`src/rtl/pe_psum_packetizer.sv`:
```
// pe_psum_packetizer: transmit-side NoC interface for a spiking-PE core.
// Buffers 8-bit partial sums in a small FIFO and packs up to three per
// 34-bit packet headed by {dest, src, nvalid}, then hands it to the router.
//
// Ports:
//   clk, rst_n                  clock, asynchronous active-low reset
//   psum_valid/ready/data/last  PE word stream (valid/ready), last closes a packet
//   dest_addr                   destination adder address, sampled with each word
//   pkt_valid/ready/data        packet stream to the router P_in port
//   pkt_count                   packets sent since reset (wraps)
//   busy                        FIFO non-empty, slots occupied, or packet pending
module pe_psum_packetizer #(
    parameter int unsigned WIDTH      = 34,
    parameter int unsigned PSUM_W     = 8,
    parameter logic [3:0]  SRC_ADDR   = 4'b0010,
    parameter int unsigned FIFO_DEPTH = 4
) (
    input  logic              clk,
    input  logic              rst_n,
    input  logic              psum_valid,
    output logic              psum_ready,
    input  logic [PSUM_W-1:0] psum_data,
    input  logic              psum_last,
    input  logic [3:0]        dest_addr,
    output logic              pkt_valid,
    input  logic              pkt_ready,
    output logic [WIDTH-1:0]  pkt_data,
    output logic [15:0]       pkt_count,
    output logic              busy
);

    localparam int unsigned ADDR_W  = 4;
    localparam int unsigned ENTRY_W = 1 + ADDR_W + PSUM_W;
    localparam int unsigned PTR_W   = (FIFO_DEPTH > 1) ? $clog2(FIFO_DEPTH) : 1;
    localparam int unsigned CNT_W   = $clog2(FIFO_DEPTH) + 1;

    typedef enum logic {S_COLLECT, S_SEND} state_t;

    logic [ENTRY_W-1:0] r_fifo [FIFO_DEPTH];
    logic [PTR_W-1:0]   r_wr_ptr;
    logic [PTR_W-1:0]   r_rd_ptr;
    logic [CNT_W-1:0]   r_fifo_cnt;

    state_t             r_state;
    logic [1:0]         r_slot_cnt;
    logic [PSUM_W-1:0]  r_slot0;
    logic [PSUM_W-1:0]  r_slot1;
    logic [ADDR_W-1:0]  r_dest;
    logic               r_pkt_valid;
    logic [WIDTH-1:0]   r_pkt_data;
    logic [15:0]        r_pkt_count;

    logic               w_push;
    logic               w_pop;
    logic               w_done;
    logic [ENTRY_W-1:0] w_head;
    logic               w_head_last;
    logic [ADDR_W-1:0]  w_head_dest;
    logic [PSUM_W-1:0]  w_head_data;
    logic [ADDR_W-1:0]  w_dest_sel;
    logic [PSUM_W-1:0]  w_s0;
    logic [PSUM_W-1:0]  w_s1;
    logic [PSUM_W-1:0]  w_s2;
    logic [1:0]         w_nvalid;
    logic [WIDTH-1:0]   w_pkt_next;

    // Ready comes from the registered count only: a full FIFO never bypasses.
    assign psum_ready  = (r_fifo_cnt != CNT_W'(FIFO_DEPTH));
    assign w_push      = psum_valid && psum_ready;
    assign w_pop       = (r_state == S_COLLECT) && (r_fifo_cnt != '0);

    assign w_head      = r_fifo[r_rd_ptr];
    assign w_head_last = w_head[ENTRY_W-1];
    assign w_head_dest = w_head[PSUM_W +: ADDR_W];
    assign w_head_data = w_head[PSUM_W-1:0];
    assign w_done      = w_head_last || (r_slot_cnt == 2'd2);

    // Packet assembled from stored slots plus the word being popped now.
    always_comb begin
        w_dest_sel = r_dest;
        w_s0       = r_slot0;
        w_s1       = '0;
        w_s2       = '0;
        if (r_slot_cnt == 2'd0) begin
            w_dest_sel = w_head_dest;
            w_s0       = w_head_data;
        end
        if (r_slot_cnt == 2'd1) begin
            w_s1 = w_head_data;
        end else if (r_slot_cnt == 2'd2) begin
            w_s1 = r_slot1;
            w_s2 = w_head_data;
        end
        w_nvalid   = r_slot_cnt + 2'd1;
        w_pkt_next = {w_dest_sel, SRC_ADDR, w_nvalid, w_s2, w_s1, w_s0};
    end

    // FIFO storage; contents need no reset since the count gates reads.
    always_ff @(posedge clk) begin
        if (w_push) begin
            r_fifo[r_wr_ptr] <= {psum_last, dest_addr, psum_data};
        end
    end

    // FIFO pointers and occupancy.
    always_ff @(posedge clk or negedge rst_n) begin
        if (!rst_n) begin
            r_wr_ptr   <= '0;
            r_rd_ptr   <= '0;
            r_fifo_cnt <= '0;
        end else begin
            if (w_push) r_wr_ptr <= r_wr_ptr + PTR_W'(1);
            if (w_pop)  r_rd_ptr <= r_rd_ptr + PTR_W'(1);
            r_fifo_cnt <= r_fifo_cnt + CNT_W'(w_push) - CNT_W'(w_pop);
        end
    end

    // COLLECT/SEND controller with registered packet outputs.
    always_ff @(posedge clk or negedge rst_n) begin
        if (!rst_n) begin
            r_state     <= S_COLLECT;
            r_slot_cnt  <= '0;
            r_slot0     <= '0;
            r_slot1     <= '0;
            r_dest      <= '0;
            r_pkt_valid <= 1'b0;
            r_pkt_data  <= '0;
            r_pkt_count <= '0;
        end else begin
            case (r_state)
                S_COLLECT: begin
                    if (w_pop) begin
                        if (r_slot_cnt == 2'd0) r_dest <= w_head_dest;
                        if (w_done) begin
                            r_pkt_data  <= w_pkt_next;
                            r_pkt_valid <= 1'b1;
                            r_slot_cnt  <= '0;
                            r_state     <= S_SEND;
                        end else begin
                            if (r_slot_cnt == 2'd0) r_slot0 <= w_head_data;
                            else                    r_slot1 <= w_head_data;
                            r_slot_cnt <= r_slot_cnt + 2'd1;
                        end
                    end
                end
                S_SEND: begin
                    if (pkt_ready) begin
                        r_pkt_valid <= 1'b0;
                        r_pkt_count <= r_pkt_count + 16'd1;
                        r_slot0     <= '0;
                        r_slot1     <= '0;
                        r_state     <= S_COLLECT;
                    end
                end
                default: r_state <= S_COLLECT;
            endcase
        end
    end

    assign pkt_valid = r_pkt_valid;
    assign pkt_data  = r_pkt_data;
    assign pkt_count = r_pkt_count;
    assign busy      = (r_fifo_cnt != '0) || (r_slot_cnt != 2'd0) || (r_state == S_SEND);

endmodule
```
`config.mk`:
```
export PLATFORM = sky130hd
export DESIGN_NAME = pe_psum_packetizer
export DESIGN_NICKNAME = d
export VERILOG_FILES = /design/src/rtl/pe_psum_packetizer.sv
export SDC_FILE = /design/constraint.sdc
export NUM_CORES = 1
export LEC_CHECK = 0
export BUFFER_PORTS_ARGS = -buffer_cell sky130_fd_sc_hd__buf_2
export CORE_AREA = 2 2 140 142
export CTS_BUF_LIST = sky130_fd_sc_hd__clkbuf_16
export CTS_CLUSTER_SIZE = 12
export DETAILED_ROUTE_END_ITERATION = 12
export DIE_AREA = 0 0 142 144
export MAX_ROUTING_LAYER = met4
export PLACE_DENSITY = 0.45
export SYNTH_ARGS = -nofsm -noshare
export SYNTH_HDL_FRONTEND = slang
export SYNTH_SLANG_ARGS = --single-unit
```
`constraint.sdc`:
```
create_clock -name clk -period 5 [get_ports clk]
set_input_delay 0.25 -clock clk [delete_from_list [all_inputs] [get_ports clk]]
set_output_delay 0.25 -clock clk [all_outputs]
set_load 0.05 [all_outputs]
```
==> flow_metrics.env <==
export IMPL_outcome="complete, but fails checks"
export IMPL_violations="hold timing"
export IMPL_timing_fmax_mhz=390.4
export IMPL_leakage_nw=2.823
export IMPL_path_max_fanout=16
export IMPL_wl_per_cell_um=16.94
export IMPL_numPortBuffers=66
export IMPL_cts_resized=0
export IMPL_cts_root_buf="clkbuf_16"
export IMPL_vias=3446
export IMPL_core_region_area_mm2=0.01908
export IMPL_drive_above_1_share_pct=22.06
export IMPL_ys_ff_latch=130
export IMPL_synth_edf_count=52
export IMPL_clkSinkCount=130
export IMPL_max_cap_violations=0
export IMPL_path_clk_slew_ps=60
export IMPL_synth_area_leader_cell="dfrtp_1"
export IMPL_yosysTopAreaCellShare_pct=34.90
export IMPL_cts_tree="built"
export IMPL_worst_pin_slew_ps=1271
export IMPL_drt_iter0_drc=190
export IMPL_antenna_cells=0
export IMPL_period_needed_ps=2561
export IMPL_dp_hpwl_mm=8.076
export IMPL_final_util_pct=34.88
export IMPL_syn_area_mm2=0.005593
export IMPL_post_place_cells=691
export IMPL_insertion_delay_ps=420
export IMPL_yosys_top_cells_count="78 x dfrtp_1, 52 x edfxtp_1, 30 x mux2i_1"
export IMPL_whs_ps=-5.335
export IMPL_worstSetupPathType="reg -> out"
export IMPL_pin_count=70
export IMPL_dr_pass1_iters=4
export IMPL_cp_required_ps=4750
export IMPL_powerDensity_mw_per_mm2=757.9
export IMPL_slew_headroom_pct=15.07
export IMPL_dieArea_mm2=0.02045
export IMPL_drtAntennaViolNets=0
export IMPL_fin_crit_sh_pct=51.23
export IMPL_p_total_mw=5.044
export IMPL_synth_area_per_cell_um2=13.61
export IMPL_initial_utilization_pct=29.31
export IMPL_rows=51
export IMPL_arrival_ps=2310
export IMPL_start_kind="flip-flop"
export IMPL_finalSetupViolCount=0
export IMPL_syn2layout_area_growth_pct=18.99
export IMPL_clock_path_buffers=2
export IMPL_grt_pass1_vias=3492
export IMPL_place_gp_congestion=0.7349
export IMPL_drc=0
export IMPL_synth_main_ff_cell="dfrtp_1"
export IMPL_hp_class="in -> async"
export IMPL_track_usage_pct=13.20
export IMPL_wirelength_mm=12.25
export IMPL_cts_hold_buf=0
export IMPL_grt_overflow_total=0
export IMPL_fin_tns_setup_ps=0
export IMPL_slew_viol_final=0
export IMPL_synth_cell_type_count=41
export IMPL_finalNetCount=500
export IMPL_vias_per_cell=4.766
export IMPL_async_reset_ff_share_pct=60.00
export IMPL_cts_buffers=17
export IMPL_synth_area_leaders="dfrtp_1 35%, edfxtp_1 28%, mux2i_1 5.4%, mux4_1 3.3%, a31oi_1 2.2%"
export IMPL_r2r_cells=4
export IMPL_seq_area_frac_synth_pct=62.82
export IMPL_grt_max_degree=79
export IMPL_yosysMostFrequentCell="dfrtp_1"
export IMPL_die_w_um=142
export IMPL_final_cells=723
export IMPL_hold_viol=3
export IMPL_skew_ps=6.594
export IMPL_vdd_drop_max_uv=350.7
export IMPL_rsz0062_at_grt="false"
export IMPL_antenna_found_initial=0
export IMPL_die_h_um=144
export IMPL_cts_max_level=4
export IMPL_cts_setup_buffers=0
export IMPL_ys_warnings_count=0
export IMPL_synthCells=411
export IMPL_end_kind="primary output"
export IMPL_grt_pass1_wl_mm=19.51
-- kinds of logic (layout without fill, tap and decap cells) --
kind of cell | count (synthesis) | after routing | share of synthesized area, %
xor gates and xnor gates | 20 | 20 | 3.132
and+or+nand+nor | 83 | 83 | 7.316
adders and majority gates | 11 | 11 | 2.595
buffers and inverters | 54 | 126 | 4.855
AOI/OAI and AO/OA | 66 | 66 | 7.741
DFF | 130 | 130 | 62.82
other | 1 | 3 | 0.06705
muxes | 46 | 46 | 11.48
-- report_power, final --
part           total [mW]  switching (mW)  internal, mW
Combinational        2.12            1.44         0.679
Sequential           1.72           0.252          1.47
Clock                1.21           0.442         0.768
Total                5.04            2.13          2.91
-- state kept, by name, summed over array words and instances, names as in the netlist --
signal and flops:
r_fifo_cnt 3, r_slot1 8, pkt_count 16, r_dest 4, r_state 1, pkt_data 31
r_slot_cnt 2, pkt_valid 1, r_rd_ptr 2, r_slot0 8, r_wr_ptr 2, r_fifo 52
-- metal layers --
metal / share of wire [%] / track usage [%] / wire (um)
met4: 1.7 / 5.579 / 209
met5: 0 / - / 0
met2: 47 / 20.11 / 5761
met3: 4.3 / 3.212 / 523
met1: 47 / 16.94 / 5754
-- critical path: stages, from the launching register on --
cell and delay (ps):
dfrtp_1 380, inv_1 140, ha_1 830, nand3_1 250, buf_2 290
-- worst paths after layout --
check,endpoint,slack [ps],startpoint
max,busy,2440,r_slot_cnt[0]
min,pkt_count[11],-5,rst_n
max reg2reg,pkt_data[24],2530,r_state
min reg2reg,pkt_count[15],470,pkt_count[15]
max in group asynchronous,pkt_data[21],4370,rst_n
min in group clk,r_fifo[0][9],40,dest_addr[1]
-- layout make-up --
class,instances,area [um2]
clock buffers,17,425.4
fillers,1865,12420
multi-input cells,229,1823
flip-flops and latches,130,3513
inverters,26,97.59
clock inverters,15,150.1
repair buffers,68,347.8
well taps,238,297.8
-- through the flow --
stage | worst slack [ps] | hold slack, ps | cell area, um2
floorplan | 2626 | -45.59 | 5600
global placement | 2584 | 460.3 | 6080
detailed placement | 2518 | 469.1 | 6080
CTS | 2404 | 20.49 | 6655
global route | 2295 | 33.62 | 6655
finish | 2439 | -5.335 | 6655
-- placed cells by master (no fill, tap or decap), types with 2 or more instances in the layout --
master / synthesis / final
dfrtp_1: 78 / 78
buf_2: 9 / 65
edfxtp_1: 52 / 52
mux2i_1: 30 / 30
nand2_1: 28 / 28
a21oi_1: 24 / 24
inv_1: 19 / 21
a31oi_1: 20 / 20
clkbuf_16: 0 / 17
nor3_1: 13 / 13
xnor2_1: 13 / 13
clkinv_1: 7 / 12
nor2b_1: 10 / 10
ha_1: 10 / 10
nor2_1: 9 / 8
and3_1: 8 / 8
nand3_1: 8 / 8
a221o_1: 8 / 8
a22oi_1: 8 / 8
mux4_1: 7 / 7
xor2_1: 7 / 7
mux4_2: 5 / 5
mux2_2: 4 / 4
conb_1: 1 / 3
bufinv_16: 0 / 3
buf_4: 4 / 3
o21ai_0: 2 / 2
nand4_1: 2 / 2
clkinvlp_4: 0 / 2
clkinv_2: 0 / 2
No activity file was read; power rests on OpenSTA's default activity.
